**src/rtl/uart_cmd_dispatcher.sv**
```systemverilog
// uart_cmd_dispatcher
// Builds fixed-length command frames from the UART byte stream, routes each
// frame to its axis command registers and tracks a per-axis pending flag that
// clears when the axis controller reports it has started the move.
module uart_cmd_dispatcher #(
  parameter int NUM_AXES       = 10,
  parameter int FRAME_BYTES    = 5,
  parameter int TIMEOUT_CYCLES = 2400000
) (
  input  logic                   CLK,
  input  logic                   reset_n,
  input  logic                   rx_valid,
  input  logic [7:0]             rx_data,
  input  logic [NUM_AXES-1:0]    motor_active,
  output logic [15*NUM_AXES-1:0] divider_o,
  output logic [15*NUM_AXES-1:0] steps_o,
  output logic [NUM_AXES-1:0]    dir_o,
  output logic [NUM_AXES-1:0]    pending_o,
  output logic                   frame_ok,
  output logic                   frame_drop,
  output logic [7:0]             drop_cnt
);

  localparam int CMD_W = 8 * FRAME_BYTES;
  localparam int IDX_W = (FRAME_BYTES > 1) ? $clog2(FRAME_BYTES) : 1;
  localparam int TO_W  = $clog2(TIMEOUT_CYCLES + 1);

  // framing state
  logic [CMD_W-1:0] cmd_q, cmd_d;
  logic [IDX_W-1:0] idx_q, idx_d, idx_cur;
  logic [TO_W-1:0]  to_cnt_q, to_cnt_d;
  logic             done_q, done_d;
  logic             expire;

  // per-axis command state
  logic [NUM_AXES-1:0]    act_q;
  logic [NUM_AXES-1:0]    rise;
  logic [15*NUM_AXES-1:0] div_q, div_d;
  logic [15*NUM_AXES-1:0] steps_q, steps_d;
  logic [NUM_AXES-1:0]    dir_q, dir_d;
  logic [NUM_AXES-1:0]    pend_q, pend_d;
  logic                   ok_q, ok_d;
  logic                   drop_q, drop_d;
  logic [7:0]             dcnt_q, dcnt_d;
  logic [3:0]             ax;
  logic                   hit, busy;

  // Byte assembly with inter-byte timeout; a byte arriving on the expiry
  // cycle starts a fresh frame rather than extending the stale one.
  always_comb begin
    expire   = (to_cnt_q == '0) && (idx_q != '0);
    cmd_d    = cmd_q;
    idx_d    = idx_q;
    idx_cur  = expire ? '0 : idx_q;
    to_cnt_d = to_cnt_q;
    done_d   = 1'b0;
    if (rx_valid) begin
      cmd_d    = {rx_data, cmd_q[CMD_W-1:8]};
      to_cnt_d = TO_W'(TIMEOUT_CYCLES - 1);
      if (idx_cur == IDX_W'(FRAME_BYTES - 1)) begin
        idx_d  = '0;
        done_d = 1'b1;
      end else begin
        idx_d = idx_cur + 1'b1;
      end
    end else begin
      if (to_cnt_q != '0) to_cnt_d = to_cnt_q - 1'b1;
      if (expire) idx_d = '0;
    end
  end

  // Framing registers.
  always_ff @(posedge CLK or negedge reset_n) begin
    if (!reset_n) begin
      cmd_q    <= '0;
      idx_q    <= '0;
      to_cnt_q <= '0;
      done_q   <= 1'b0;
    end else begin
      cmd_q    <= cmd_d;
      idx_q    <= idx_d;
      to_cnt_q <= to_cnt_d;
      done_q   <= done_d;
    end
  end

  // Start-edge clears are applied before the accept check, so a start and a
  // new frame for the same axis in one cycle always accepts the new frame.
  always_comb begin
    rise    = motor_active & ~act_q;
    ax      = cmd_q[3:0];
    div_d   = div_q;
    steps_d = steps_q;
    dir_d   = dir_q;
    pend_d  = pend_q;
    ok_d    = 1'b0;
    drop_d  = 1'b0;
    dcnt_d  = dcnt_q;
    hit     = 1'b0;
    busy    = 1'b0;
    for (int i = 0; i < NUM_AXES; i++) begin
      if (rise[i]) begin
        pend_d[i]           = 1'b0;
        steps_d[15*i +: 15] = '0;
      end
    end
    for (int i = 0; i < NUM_AXES; i++) begin
      if (ax == 4'(i)) begin
        hit  = 1'b1;
        busy = pend_d[i];
      end
    end
    if (done_q) begin
      if (hit && !busy) begin
        ok_d = 1'b1;
        for (int i = 0; i < NUM_AXES; i++) begin
          if (ax == 4'(i)) begin
            div_d[15*i +: 15]   = cmd_q[18:4];
            steps_d[15*i +: 15] = cmd_q[33:19];
            dir_d[i]            = cmd_q[34];
            pend_d[i]           = 1'b1;
          end
        end
      end else begin
        drop_d = 1'b1;
        if (dcnt_q != 8'hFF) dcnt_d = dcnt_q + 8'd1;
      end
    end
  end

  // Per-axis command registers and status pulses.
  always_ff @(posedge CLK or negedge reset_n) begin
    if (!reset_n) begin
      act_q   <= '0;
      div_q   <= '0;
      steps_q <= '0;
      dir_q   <= '0;
      pend_q  <= '0;
      ok_q    <= 1'b0;
      drop_q  <= 1'b0;
      dcnt_q  <= '0;
    end else begin
      act_q   <= motor_active;
      div_q   <= div_d;
      steps_q <= steps_d;
      dir_q   <= dir_d;
      pend_q  <= pend_d;
      ok_q    <= ok_d;
      drop_q  <= drop_d;
      dcnt_q  <= dcnt_d;
    end
  end

  assign divider_o  = div_q;
  assign steps_o    = steps_q;
  assign dir_o      = dir_q;
  assign pending_o  = pend_q;
  assign frame_ok   = ok_q;
  assign frame_drop = drop_q;
  assign drop_cnt   = dcnt_q;

endmodule

```
**config.mk**
```make
export PLATFORM = sky130hd
export DESIGN_NAME = uart_cmd_dispatcher
export DESIGN_NICKNAME = d
export VERILOG_FILES = /design/src/rtl/uart_cmd_dispatcher.sv
export SDC_FILE = /design/constraint.sdc
export NUM_CORES = 1
export LEC_CHECK = 0
export BUFFER_PORTS_ARGS = -buffer_cell sky130_fd_sc_hd__buf_4
export CORE_ASPECT_RATIO = 0.7
export CORE_UTILIZATION = 49
export DETAILED_ROUTE_END_ITERATION = 6
export HOLD_SLACK_MARGIN = 0.05
export PLACE_DENSITY = 0.76
export SLEW_MARGIN = 10
export SYNTH_ARGS = -nofsm -noshare
export SYNTH_HDL_FRONTEND = slang
export SYNTH_SLANG_ARGS = --single-unit
```
**constraint.sdc**
```tcl
create_clock -name CLK -period 2.3 [get_ports CLK]
set_input_delay 0.23 -clock CLK [delete_from_list [all_inputs] [get_ports CLK]]
set_output_delay 0.23 -clock CLK [all_outputs]
set_load 0.05 [all_outputs]
```
==> impl_metrics.yaml, run 1 <==
sta:
  setup_tns_ns: -0.3617
  clock_skew_ns: 0.01938
  slew_headroom: 0.3595
  hold_viol: 0
  setup_violations: 19
  min_period_over_period: 1.026
  worst_slew_pin_slew_ns: 0.9608
  setup_slack_ns: -0.05898
  max_freq_mhz: 423.9
  drv_slew: 0
  rsz0062_at_grt: "yes"
  period_needed_ns: 2.359
setup_path:
  arrival_ns: 2.80
  cp_top_family: "compound AO/OA/AOI/OAI gates"
  crit_top_cell: "clkbuf_16"
  start_kind: "flip-flop"
  crit_path_end_kind: "flip-flop"
  reg2reg_slack_ns: -0.06
  critical_path_class: "reg -> reg"
  cp_cell_sequence: "and2b_1 > a31oi_1 > o22ai_1 > a211oi_2 > buf_4 > and3_4 > clkbuf_16 > clkbuf_16 > nand2_1 > o21ai_0"
  crit_required_ns: 2.74
  slowest_stage: "dfrtp_2"
  slowest_delay_ns: 0.43
  worstPathMaxFanout: 7
  crit_buf_inv: 3
finish:
  seq_area_sq_um: 10160
  multi_input_area_sq_um: 5637
  drive_above_1_share: 0.3907
  final_common_cell: "dfrtp_1"
  nFillCells: 2402
  syn_to_final_growth_pct: 31.41
  final_cell_mix: "405 x dfrtp_1, 400 x buf_4, 355 x nand2_1"
  stdcell_count: 2224
  nets: 1789
yosys:
  synth_area_sq_um: 16210
  syn_nets: 1417
  synth-seq-cells: 406
  synth_flop_cell: "dfrtp_1"
  synth-edff-count: 0
  avgSynthCellArea_sq_um: 11.64
  synth_warnings: 0
  ys_seq_area_frac: 0.6268
  synthCells: 1392
  yosysTopAreaCell: "dfrtp_1"
  yosys-top-cells-area: "dfrtp_1 63%, mux2_2 10%, nand2_1 8.5%, o21ai_0 4.4%, mux2_4 2.4%"
  async_flop_share: 1.000
  yosysUniqueCellTypes: 54
  synth_top_area_share: 0.6268
clock_tree:
  cts_tree: "built"
  clock_path_buffers: 3
  cts-buffers-inserted: 40
  clk_pin_slew_worst_paths_ns: 0.06
  cts_root_buf: "clkbuf_16"
  cts_max_level: 2
  clkSinkCount: 406
  clkLatencyLatePin_ns: 0.55
global_routing:
  track_usage: 0.2799
  grt_pass1_vias: 11591
  grt_start_max_net_pins: 79
  grt_pass1_wl_um: 70930
  gr-total-overflow: 0
  antenna_found_initial: 2
floorplan:
  floorplan.die.width_um: 219.4
  dieArea_sq_um: 33820
  coreArea_sq_um: 32410
  ioPinCount: 351
  rows: 55
  start_util: 0.5001
  fp.dieH_um: 154.2
place:
  place_congestion: 0.8212
  dp_hpwl_um: 31380
  io_buffers: 350
  dp_worst_setup_slack_ns: -0.03252
  place_inst: 2115
route:
  drt-initial-drc-count: 1186
  route.detailed.drc: 0
  avgRoutedWirePerCell_um: 21.92
  routed_via_density: 5.397
  routed_wl_um: 48740
  postRouteAntennaNets: 0
  vias: 12003
  firstDrtPassIters: 5
pwr:
  peakVddDrop_v: 0.001001
  p_leak_nw: 10.63
  p_total_mw: 22.36
  power_density_nw_per_um2: 1050
run_status:
  status: "complete, but fails checks"
  violations: "setup timing"
min_path:
  min_path_type: "in -> async"
run:
  drv_cap: 0
## synthesized netlist by cell type (all sizes together), types with 4 or more instances
cell    instances
dfrtp         406
nand2         369
mux2          185
o21ai         141
clkbuf         70
buf            44
nand3          24
nand2b         23
nor2           16
xnor2          12
nor3           11
xor2           10
a21o            9
and3            8
a21oi           7
inv             7
nand4           5
or3             5
a31oi           4
ha              4
nor2b           4
## final timing paths
check,from,to,depth (start not counted)
hold / removal,reset_n,steps_o[18],2
setup / recovery,cmd_q[0],steps_o[69],10
max in group asynchronous,reset_n,divider_o[90],3
setup reg to reg,cmd_q[0],steps_o[69],10
min in group CLK,rx_valid,to_cnt_q[13],2
hold reg to reg,divider_o[145],divider_o[145],2
## cell families after synthesis
logic type	share of synthesized area
flip-flops	0.6268
adder cells (fa/ha/maj)	0.003088
buffers and inverters	0.03798
multiplexers	0.1345
AND/OR/NAND/NOR	0.1288
AO/OA/AOI/OAI	0.05689
XOR/XNOR	0.01189
## final cells by class
| cell class | count | area share |
|---|---|---|
| diodes | 3 | 0.0003524 |
| flip-flops and latches | 406 | 0.4770 |
| inverters | 7 | 0.001234 |
| multi-input cells | 865 | 0.2646 |
| repair buffers | 444 | 0.1733 |
| clock inverters | 13 | 0.004699 |
| clock buffers | 59 | 0.05369 |
| well taps | 427 | 0.02508 |
## flip-flops by register name (all words and copies together), names as in the netlist
name and flops:
to_cnt_q 22, done_q 1, cmd_q 40, dir_o 10
idx_q 3, frame_drop 1, pending_o 10, act_q 10
steps_o 150, frame_ok 1, divider_o 150, drop_cnt 8
## metal layers
layer  up-vias  global-route usage  share of wire
li1       5380                   -              -
met1      6055              0.4056           0.44
met2       499              0.4254           0.46
met3        69             0.06922          0.083
met4         0             0.06614          0.018
met5         -                   0              0
## report_power, final
part | internal, mW | switching, mW
Sequential | 8.18 | 1.26
Combinational | 2.20 | 4.41
Clock | 3.57 | 2.73
Total | 14.0 | 8.40
## worst register-to-register path: stages, from the launching register on
cell       delay [ns]
dfrtp_2          0.43
and2b_1          0.18
a31oi_1          0.22
o22ai_1          0.15
a211oi_2         0.30
buf_4            0.17
and3_4           0.25
clkbuf_16        0.22
clkbuf_16        0.17
nand2_1          0.06
o21ai_0          0.14
## stage by stage
stage	hold slack [ns]	cell area [sq um]	utilization
after floorplan	-0.06559	16210	-
after global placement	0.2733	19490	0.6014
after detailed placement	0.2823	19490	0.6014
after CTS	0.2601	20950	0.6464
after global routing	0.3085	21300	0.6571
final	0.2811	21300	0.6572
## what timing repair did
item | CTS | global route
resized for setup | 4 | 59
endpoints found under the setup margin | 57 | 88
gates cloned | 0 | 5
setup buffers | 1 | 9
hold buffers | 19 | 0
pin swaps | 2 | 8
hold endpoints to repair | 83 | 0
Note: power is estimated with default switching activity, not from simulation.
==> inputs of run 2 (changes only) <==
--- a/config.mk
+++ b/config.mk
@@ -7,10 +7,12 @@
 export LEC_CHECK = 0
 export BUFFER_PORTS_ARGS = -buffer_cell sky130_fd_sc_hd__buf_4
 export CORE_ASPECT_RATIO = 0.7
+export CORE_MARGIN = 8
 export CORE_UTILIZATION = 49
 export DETAILED_ROUTE_END_ITERATION = 6
 export HOLD_SLACK_MARGIN = 0.05
 export PLACE_DENSITY = 0.76
+export REMOVE_ABC_BUFFERS = 1
 export SLEW_MARGIN = 10
 export SYNTH_ARGS = -nofsm -noshare
 export SYNTH_HDL_FRONTEND = slang
==> impl_metrics.yaml, run 2 (synthesis results as in run 1) <==
run_status:
  status: "complete, but fails checks"
  violations: "setup timing"
finish:
  nets: 1799
  stdcell_count: 2229
  fin_area_sq_um: 21250
  drive_above_1_share: 0.3853
  final_cell_mix: "411 x buf_4, 406 x dfrtp_1, 366 x nand2_1"
  final_common_cell: "buf_4"
  syn_to_final_growth_pct: 31.12
pwr:
  peakVddDrop_v: 0.0009717
  p_leak_nw: 10.62
  p_total_mw: 22.35
  power_density_nw_per_um2: 1052
route:
  vias: 12006
  routed_via_density: 5.386
  postRouteAntennaNets: 0
  firstDrtPassIters: 5
  avgRoutedWirePerCell_um: 22.75
  route.detailed.drc: 0
  routed_wl_um: 50720
  drt-initial-drc-count: 1007
floorplan:
  rows: 55
  floorplan.die.width_um: 233.4
  coreArea_sq_um: 32410
  ioPinCount: 351
  fp.dieH_um: 168.2
  start_util: 0.5001
  dieArea_sq_um: 39250
global_routing:
  antenna_found_initial: 1
  gr-total-overflow: 0
  grt_start_max_net_pins: 81
  track_usage: 0.2520
  grt_pass1_vias: 12522
  top_usage_layer: "met2"
  grt_pass1_wl_um: 76660
  met2_usage: 0.3891
  met1_usage: 0.3376
  gr-usage-met3: 0.07943
sta:
  max_freq_mhz: 430.0
  period_needed_ns: 2.326
  setup_violations: 12
  rsz0062_at_grt: "yes"
  hold_viol: 0
  slew_headroom: 0.3782
  min_period_over_period: 1.011
  setup_tns_ns: -0.1670
  clock_skew_ns: 0.02389
  drv_slew: 0
  setup_slack_ns: -0.02567
  worst_slew_pin_slew_ns: 0.9327
setup_path:
  reg2reg_slack_ns: -0.03
  crit_required_ns: 2.71
  arrival_ns: 2.73
  slowest_delay_ns: 0.42
  slowest_stage: "dfrtp_1"
  crit_path_end_kind: "flip-flop"
  start_kind: "flip-flop"
  worstPathMaxFanout: 25
  cp_cell_sequence: "buf_4 > nor2_4 > nand3_2 > a311oi_4 > nor2_1 > and3b_2 > buf_12 > mux2_4"
  critical_path_class: "reg -> reg"
clock_tree:
  cts_tree: "built"
  clkLatencyLatePin_ns: 0.54
  cts_max_level: 2
  clkSinkCount: 406
  cts_root_buf: "clkbuf_16"
  clk_pin_slew_worst_paths_ns: 0.07
  cts-buffers-inserted: 40
  clock_path_buffers: 3
place:
  place_inst: 2134
  place_congestion: 0.8505
  dp_hpwl_um: 34860
  place_area_sq_um: 19670
  io_buffers: 350
run:
  drv_cap: 0
min_path:
  min_path_type: "in -> async"
==> run 2: cell types whose count changed in the layout (fill, tap and decap cells not counted), moves of 3 or more <==
cell,previous run,this run
o21ai_0,126,137
clkinv_2,9,6
nand2_2,14,3
mux2_4,43,26
buf_4,400,411
buf_12,18,21
mux2_2,132,149
nand2_1,355,366
clkbuf_16,45,41
o21ai_1,12,3
==> run 2: worst max-delay path: cells and delay by family (launching register included) <==
| family | cells | cell delay (ns) |
|---|---|---|
| flip-flops | 1 | 0.42 |
| AND/OR/NAND/NOR | 4 | 0.63 |
| buffers and inverters | 2 | 0.38 |
| AO/OA/AOI/OAI | 1 | 0.42 |
| multiplexers | 1 | 0.31 |
==> run 2: cell type report <==
cell class | instances | area [sq um]
fillers | 2456 | 11160
flip-flops and latches | 406 | 10160
multi-input cells | 865 | 5535
repair buffers | 454 | 3734
clock buffers | 59 | 1134
well taps | 427 | 534.3
clock inverters | 10 | 128.9
inverters | 7 | 26.28
diodes | 1 | 2.502
==> run 2: repair_timing <==
action                                 4_1_cts  5_1_grt
setup endpoints to repair                   59      151
setup buffers                                2        4
gates resized for setup                      1       20
endpoints found under the hold margin      105        0
pin swaps                                    1        4
hold buffers                                19        0
==> run 2: path summary, 6_finish.rpt <==
kind,endpoint,startpoint,cells past startpoint
setup / recovery,divider_o[28],cmd_q[0],8
hold / removal,cmd_q[19],reset_n,2
setup reg to reg,divider_o[28],cmd_q[0],8
hold reg to reg,divider_o[143],divider_o[143],2
max in group asynchronous,divider_o[132],reset_n,3
min in group CLK,to_cnt_q[8],rx_valid,2
==> run 2: per-stage QoR <==
stage          hold slack, ns  worst slack, ns    util
3_5_place_dp           0.2006         -0.03216  0.6069
4_1_cts                0.2219         0.004968  0.6524
5_1_grt                0.2610         -0.08172  0.6557
6_report               0.2172         -0.02567  0.6557
3_3_place_gp           0.2005          0.03468  0.6069
2_1_floorplan        -0.06559           -3.138       -
==> run 2: power by group <==
group,internal [mW],switching (mW)
registers,8.19,1.10
logic,2.16,4.45
clock network,3.75,2.71
==> run 2: routing by layer <==
layer | wire length, um | up-vias
met1 | 21120 | 6016
met5 | 0 | -
met4 | 1403 | 0
met3 | 5070 | 97
li1 | - | 5383
met2 | 23120 | 510
